===== src/rtl/shift_pkg.sv =====
// Shared definitions for the multi-cycle shift/rotate unit: mode codes,
// FSM state encoding and the amount/count register width.
package shift_pkg;

  typedef enum logic [2:0] {
    MODE_SHR  = 3'b000,
    MODE_SHRA = 3'b001,
    MODE_SHL  = 3'b010,
    MODE_ROR  = 3'b011,
    MODE_ROL  = 3'b100,
    MODE_PASS = 3'b101
  } mode_e;

  typedef enum logic [1:0] {
    ST_IDLE  = 2'b00,
    ST_SHIFT = 2'b01,
    ST_DONE  = 2'b10
  } state_e;

  // Count register must hold the value WIDTH itself, hence the extra bit.
  function automatic int amt_width(input int width);
    return $clog2(width) + 1;
  endfunction

endpackage


===== src/rtl/shift_step.sv =====
// One combinational move of amt positions (amt <= STEP) for every mode.
// hi only evolves for SHL, where it collects bits leaving the MSB.
module shift_step
  import shift_pkg::*;
#(
  parameter int WIDTH = 32,
  parameter int AW    = amt_width(WIDTH)
) (
  input  logic [2:0]       mode,
  input  logic [AW-1:0]    amt,
  input  logic [WIDTH-1:0] lo,
  input  logic [WIDTH-1:0] hi,
  output logic [WIDTH-1:0] lo_next,
  output logic [WIDTH-1:0] hi_next
);

  localparam logic [AW-1:0] W_A = AW'(WIDTH);

  logic [2*WIDTH-1:0] shl_cat;
  logic [AW-1:0]      back;

  always_comb begin
    shl_cat = {hi, lo} << amt;
    back    = W_A - amt;
    lo_next = lo;
    hi_next = hi;
    case (mode)
      MODE_SHR:  lo_next = lo >> amt;
      MODE_SHRA: lo_next = $signed(lo) >>> amt;
      MODE_SHL: begin
        lo_next = shl_cat[WIDTH-1:0];
        hi_next = shl_cat[2*WIDTH-1:WIDTH];
      end
      // a shift by WIDTH yields zero, so amt=0 rotates collapse to lo
      MODE_ROR:  lo_next = (lo >> amt) | (lo << back);
      MODE_ROL:  lo_next = (lo << amt) | (lo >> back);
      default: ;
    endcase
  end

endmodule


===== src/rtl/shift_rotate_unit.sv =====
// Iterative shifter/rotator: captures an operand, moves it up to STEP bits
// per cycle in SHIFT, then publishes the result with a one-cycle done.
module shift_rotate_unit
  import shift_pkg::*;
#(
  parameter int WIDTH = 32,
  parameter int STEP  = 1
) (
  input  logic             clock,
  input  logic             clear_n,
  input  logic             start,
  input  logic [2:0]       mode,
  input  logic [WIDTH-1:0] x,
  input  logic [WIDTH-1:0] y,
  output logic             busy,
  output logic             done,
  output logic [WIDTH-1:0] zlow,
  output logic [WIDTH-1:0] zhigh
);

  localparam int AW = amt_width(WIDTH);
  localparam int LW = AW - 1;
  localparam logic [AW-1:0] W_A    = AW'(WIDTH);
  localparam logic [AW-1:0] STEP_A = AW'(STEP);

  state_e           state, state_next;
  logic [WIDTH-1:0] lo, hi, lo_next, hi_next;
  logic [AW-1:0]    cnt, amt, n_eff;
  logic [2:0]       mode_q;
  logic             capture;

  assign capture = start && (state != ST_SHIFT);
  assign amt     = (cnt > STEP_A) ? STEP_A : cnt;
  assign busy    = (state == ST_SHIFT);
  assign done    = (state == ST_DONE);

  always_comb begin
    n_eff = '0;
    case (mode)
      MODE_ROR, MODE_ROL:           n_eff = {1'b0, y[LW-1:0]};
      MODE_SHR, MODE_SHRA, MODE_SHL: n_eff = (y >= WIDTH'(WIDTH)) ? W_A : y[AW-1:0];
      default: ;
    endcase
  end

  shift_step #(.WIDTH(WIDTH), .AW(AW)) u_step (
    .mode    (mode_q),
    .amt     (amt),
    .lo      (lo),
    .hi      (hi),
    .lo_next (lo_next),
    .hi_next (hi_next)
  );

  always_ff @(posedge clock or negedge clear_n) begin
    if (!clear_n) state <= ST_IDLE;
    else          state <= state_next;
  end

  always_comb begin
    state_next = state;
    case (state)
      ST_IDLE:  if (capture) state_next = ST_SHIFT;
      ST_SHIFT: if (cnt == '0) state_next = ST_DONE;
      ST_DONE:  state_next = capture ? ST_SHIFT : ST_IDLE;
      default:  state_next = ST_IDLE;
    endcase
  end

  always_ff @(posedge clock or negedge clear_n) begin
    if (!clear_n) begin
      lo     <= '0;
      hi     <= '0;
      cnt    <= '0;
      mode_q <= '0;
      zlow   <= '0;
      zhigh  <= '0;
    end else if (capture) begin
      lo     <= x;
      hi     <= '0;
      cnt    <= n_eff;
      mode_q <= mode;
    end else if (state == ST_SHIFT) begin
      if (cnt != '0) begin
        lo  <= lo_next;
        hi  <= hi_next;
        cnt <= cnt - amt;
      end else begin
        zlow  <= lo;
        zhigh <= hi;
      end
    end
  end

endmodule

===== config.mk =====
export PLATFORM = sky130hd
export DESIGN_NAME = shift_rotate_unit
export DESIGN_NICKNAME = d
export VERILOG_FILES = /design/src/rtl/shift_pkg.sv /design/src/rtl/shift_step.sv /design/src/rtl/shift_rotate_unit.sv
export SDC_FILE = /design/constraint.sdc
export NUM_CORES = 1
export LEC_CHECK = 0
export ABC_AREA = 1
export CORE_ASPECT_RATIO = 1.4
export CORE_MARGIN = 2
export CORE_UTILIZATION = 35
export CTS_CLUSTER_DIAMETER = 200
export DETAILED_ROUTE_END_ITERATION = 7
export PLACE_DENSITY_LB_ADDON = 0.2
export SYNTH_ARGS = -nofsm -noshare
export SYNTH_HDL_FRONTEND = slang
export SYNTH_SLANG_ARGS = --single-unit

===== constraint.sdc =====
create_clock -name clock -period 2.6 [get_ports clock]
set_input_delay 0.52 -clock clock [delete_from_list [all_inputs] [get_ports clock]]
set_output_delay 0.52 -clock clock [all_outputs]
set_load 0.05 [all_outputs]

# --- Word-level counts from Yosys, hierarchy flattened ---
# Index checks and enable logic that the tools add are counted.
word_totals:
  input_bits: 70
  out_inout_bits: 66
  reg_bits: 139
  elab_cells: 69
classes:
  shifts: 6
  eq_ne: 13
  magnitude_cmp: 2
  reduce_logical: 17
  addsub: 2
  bitwise: 4
  n_mux: 18
ops:
  columns: ["operator", "n"]
  rows:
  - ["$mux W32", 7]
  - ["$pmux W32 S5", 1]
  - ["$or A32 B32 Y32", 2]
  - ["$shl A32 B6 Y32", 2]
  - ["$shl A64 B6 Y64", 1]
  - ["$shr A32 B6 Y32", 2]
  - ["$ge A32 B6 Y1 const B", 1]
  - ["$sshr A32 B6 Y32", 1]
  - ["$mux W6", 5]
  - ["$eq A3 B2 Y1 const B", 4]
  - ["$pmux W6 S2", 1]
  - ["$reduce_bool A6 Y1", 2]
  - ["$reduce_and A3 Y1", 3]
  - ["$eq A3 B1 Y1 const B", 2]
  - ["$eq A3 B3 Y1 const B", 2]
  - ["$gt A6 B1 Y1 const B", 1]
  - ["$logic_not A3 Y1", 2]
  - ["$logic_not A6 Y1", 1]
  - ["$pmux W2 S3", 1]
  - ["$reduce_bool A2 Y1", 3]
  - ["$sub A6 B6 Y6", 1]
  - ["$sub A6 B6 Y6 const A", 1]
  - ["$mux W2", 2]
  - ["$ne A2 B1 Y1 const B", 2]
  - ["other kinds (10)", 12]

# --- Depth between registers and ports, before layout ---
# Gate-level depths: netlist of run 1.
depth:
  ltp_word: 9
  depth_mapped: 18
  mapped_depth_nobuf: 15

# --- Hierarchy ---
# From an unflattened synthesis of run 1, not the netlist that was laid out.
hier_totals:
  hier_cells: 2866
  hier_area_um2: 16158.0
by_module_without_submodules:
  columns: ["mod", "cells_each", "n_inst", "area_per_inst_um2"]
  rows:
  - ["shift_step", 2184, 1, 10287.4]
  - ["shift_rotate_unit", 682, 1, 5870.6]

# --- Worst setup path before layout of run 1 ---
# OpenSTA, ideal clock, no wires.
synth_path:
  kind: "flip-flop to flip-flop"
  start: "register cnt[2]"
  end: "register lo[22]"
  slack_ps: 185
  required_time_ps: 2470
  path_stages_with_launch: 15
  t_arrival_ps: 2284
  path_cell_list: "dfrtp_1 -> nor2_4 -> nand3_2 -> inv_1 -> buf_2 -> ha_1 -> buf_2 -> inv_1 -> buf_2 -> buf_1 -> nand2_1 -> nand3_1 -> o221ai_1 -> o21ai_0 -> o21ai_1"
synth_via:
  elab_chain_cells: 9
  elab_cells_between_ends: 18
  cone_classes: "add/sub (1); order compare (1); shift (6); mux (5); bitwise (2); reduce/logical (3)"
synth_rtl:
  columns: ["element", "line_no", "text"]
  rows:
  - ["start, declared", "shift_rotate_unit.sv:28", "logic [AW-1:0] cnt, amt, n_eff;"]
  - ["start signal, assigned", "shift_rotate_unit.sv:81", "cnt <= n_eff;"]
  - ["start signal, assigned", "shift_rotate_unit.sv:87", "cnt <= cnt - amt;"]
  - ["$gt A6 B1 Y1", "shift_rotate_unit.sv:33", "assign amt = (cnt > STEP_A) ? STEP_A : cnt;"]
  - ["$mux W6", "shift_rotate_unit.sv:33", null]
  - ["$sub A6 B6 Y6", "shift_step.sv:24", "back = W_A - amt;"]
  - ["$shr A32 B6 Y32 or $shl A32 B6 Y32 (tied branches)", "shift_step.sv:36, shift_step.sv:35", null]
  - ["$or A32 B32 Y32, on equally long branches", "shift_step.sv:36, shift_step.sv:35", null]
  - ["$pmux W32 S5", "shift_step.sv:27", "case (mode)"]
  - ["$mux W32", "shift_rotate_unit.sv:84", "if (cnt != '0) begin"]
  - ["$mux W32", "shift_rotate_unit.sv:83", "end else if (state == ST_SHIFT) begin"]
  - ["$mux W32", "shift_rotate_unit.sv:78", "end else if (capture) begin"]
  - ["end signal, assigned", "shift_rotate_unit.sv:85", "lo <= lo_next;"]
  - ["end, declared", "shift_rotate_unit.sv:27", "logic [WIDTH-1:0] lo, hi, lo_next, hi_next;"]
# Several ways; a longest one is shown, not always the timed one. The select of a mux whose other input is x is not followed.
# A chain may end at the register's enable or synchronous reset.

# --- Worst setup path after layout of run 1 ---
layout_path:
  start: "register state[1]"
  end: "output busy"
layout_via:
  elab_chain_cells: 1
layout_rtl:
  columns: ["element", "line_no", "text"]
  rows:
  - ["start, declared", "shift_rotate_unit.sv:26", "state_e state, state_next;"]
  - ["start signal, assigned", "shift_rotate_unit.sv:57", "else state <= state_next;"]
  - ["$eq A2 B1 Y1", "shift_rotate_unit.sv:34", "assign busy = (state == ST_SHIFT);"]
  - ["end, declared", "shift_rotate_unit.sv:15", "output logic busy,"]
# Every way passes these cells.

==> results by group, run 1 <==
Drt
  – Drt first pass iters: 5
  – Antenna-violating nets left: 0
  – 1st-iter DRT viols: a little over 500
  – Vias post-DR: 7559
  – DRT Wirelength: 24010 microns
  – # DRC: 0
  – Drt wl/cell: roughly 16 microns
  – Via/cell ratio: 5.033

Setup path
  – CP max stage cell: clkdlybuf4s50_1
  – CP required: roughly 2.1 ns
  – Reg2Reg Capture Point: lo[11]
  – Delay-heaviest family, CP: buffers and inverters
  – CP startpoint kind: register
  – Nature of the critical path endpoint: output port
  – Crit Reg-Reg Startpoint: cnt[4]
  – Arr. time, crit path: 1.84 ns
  – Crit Path Max Fanout: 3
  – Buf/Inv on CP: 3
  – Crit Path Class: register to output port
  – Critical Path Max Stage Delay: roughly 0.80 ns
  – Worst reg2reg setup slack: between 0.3 and 0.4 ns
  – FF-to-FF path depth: 11
  – Cells along the critical path: inv_1 > nand2_1 > inv_2 > clkdlybuf4s50_1

Yosys
  – Synth area leader: dfrtp_1
  – Area share of the largest cell type after synthesis: 0.4509
  – Yosys Warn Count: 0
  – Synth top area cells: dfrtp_1 (45%), nand2_1 (15%), o21ai_0 (8.7%), inv_1 (5.0%), nand3_1 (4.3%)
  – Mapped Nets: ~1.1k
  – Cells after synthesis: 1074
  – Synth async-reset ratio: 1.000
  – Seq/Total Area, Yosys: 0.4509
  – Avg Synthesized Cell Area: 7.183 sq um
  – Post-synth EDFFs: 0
  – Synthesized area: 0.007715 sq mm
  – Yosys reg bits: 139
  – Library cells used by synthesis: 38
  – Primary FF master, synth: dfrtp_1

Timing
  – Fin Hold WS: 0.07086 ns
  – Setup Skew: 0.01784 ns
  – Max Freq: 424.6 MHz
  – Final min period: 2.355 ns
  – Period utilisation layout: 0.9058
  – Final setup fails: 0
  – Rel. slew slack: 0.6054
  – Final Hold Viols: 0
  – RSZ-0062 raised after global routing: false
  – Max Slew Vio Count: 0
  – TNS Setup: 0 ns
  – Worst slew pin tran: 0.5919 ns

Clocking
  – H-tree depth: 4
  – Post-CTS Hold Buffers: 0
  – CTS tree: built
  – Worst skew pair latency: 0.43 ns
  – Total CTS buffers: 17
  – Clock transition at path regs: ~0.060 ns
  – CTS Sinks: 139
  – Setup Buffers After CTS: 0
  – Clk buf depth: 2
  – Post_cts resized: 0
  – Clk root buf: clkbuf_16

Placement
  – I/O Buffers: ~140
  – Cell Area, Placed: 0.009473 sq mm
  – Placer congestion estimate: approximately 0.93
  – Placed insts: 1471
  – Detailed Place HPWL: approximately 17000 microns

Floorplanning
  – Row Count: 64
  – Ports: 136
  – Die area: 0.02326 sq mm
  – Initial Utilization: 0.3542
  – Core Region: about 0.022 sq mm
  – DIE HEIGHT: 179.7 microns
  – Chip width: 129.5 microns

Layout
  – Commonest non-fill, non-tap cell in the layout: nand2_1
  – Area delta synth->final: 30.62%
  – Layout Nets: 1265
  – Fin area: between 0.01 and 0.015 sq mm
  – Commonest cells after routing, fill and taps aside: nand2_1 (313), dfrtp_1 (139), o21ai_0 (134), clkdlybuf4s50_1 (134), inv_1 (102)
  – Share of layout cells above drive strength 1: 0.06805
  – Finished Layout Cells: 1502
  – Antenna Cells: 0

Power
  – Power per Cell Area: 1472 mW/mm^2
  – PnR Total Power: 14.83 mW
  – Max IR drop VDD: around 0.55 mV
  – Leakage power: between 4 and 5 nW

Global routing
  – Vias in the first global route: 7574
  – Largest net degree at the start of global routing: 103
  – First-pass GRT wire length: 39340 microns
  – Initial antenna violation count: 0
  – Grt ovf: 0
  – Total track usage: 0.2143

Run status
  – Status: finished, final reports clean

Hold path
  – HP Class: input port to asynchronous set/reset pin

Job
  – MaxCap Viol Count: 0
[area by class of cell]
cell class,instances,area [sq um]
repair buffers,163,1688
clock inverters,13,165.2
inverters,109,410.4
fillers,2274,11700
clock buffers,18,439.2
flip-flops and latches,139,3478
multi-input cells,763,3525
well taps,297,371.6
[synth_stat cells (all sizes together), types with 4 or more instances]
cell type	n
a21oi	53
a22oi	4
a31oi	4
buf	30
clkbuf	33
dfrtp	139
inv	108
nand2	317
nand3	67
nand4	11
nor2	82
o2111ai	5
o211ai	20
o21ai	179
o22ai	4
[power breakdown]
part	internal [mW]	leakage, nW	switching, mW
logic	2.82	2.79	5.76
registers	3.20	1.74	0.565
clock network	1.54	0.297	0.963
total	7.55	4.83	7.28
[state kept, by name, indices dropped and copies added, names as in the netlist]
signal	count
cnt	6
zhigh	32
hi	32
zlow	32
lo	32
mode_q	3
state	2
[kinds of logic (layout without fill, tap and decap cells)]
family,count (synthesis),in the layout,synth area share
buf+inv,172,303,0.09228
compound gates,274,274,0.1933
xor+xnor,2,2,0.002271
other cells,1,1,0.0004861
flops,139,139,0.4509
mux,2,2,0.002595
fa+ha+maj,2,2,0.003243
simple gates,482,482,0.2549
[routing by layer]
metal	GRT usage	vias to the layer above	wire length, microns
met5	0	-	0
met4	0.07613	0	700
met3	0.03065	47	969
met2	0.3762	229	12220
met1	0.2652	3526	10110
li1	-	3757	-
[per-stage QoR]
stage,setup slack [ns],utilization
after floorplan,0.1854,-
after global placement,0.2993,0.4349
final,0.2448,0.4627
after global routing,0.1691,0.4627
after detailed placement,0.2624,0.4349
after CTS,0.2200,0.4627
[how the worst max path moves through the flow]
| stage | slack [ns] | start | endpoint | cells past startpoint |
|---|---|---|---|---|
| finish | 0.24 | state[1] | busy | 4 |
| global route | 0.17 | cnt[4] | lo[11] | 12 |
| CTS | 0.22 | state[1] | busy | 4 |
| detailed placement | 0.26 | start | hi[30] | 8 |
| global placement | 0.30 | start | hi[31] | 8 |
| floorplan | 0.19 | cnt[2] | lo[22] | 14 |
Power figures use the tool's default switching activity.
==> inputs of run 2 (changes only) <==
--- a/config.mk
+++ b/config.mk
@@ -12,6 +12,7 @@
 export CTS_CLUSTER_DIAMETER = 200
 export DETAILED_ROUTE_END_ITERATION = 7
 export PLACE_DENSITY_LB_ADDON = 0.2
+export SLEW_MARGIN = 20
 export SYNTH_ARGS = -nofsm -noshare
 export SYNTH_HDL_FRONTEND = slang
 export SYNTH_SLANG_ARGS = --single-unit
==> results of run 2 <==
No change in the layout: final DEF, timing and power equal those of run 1.
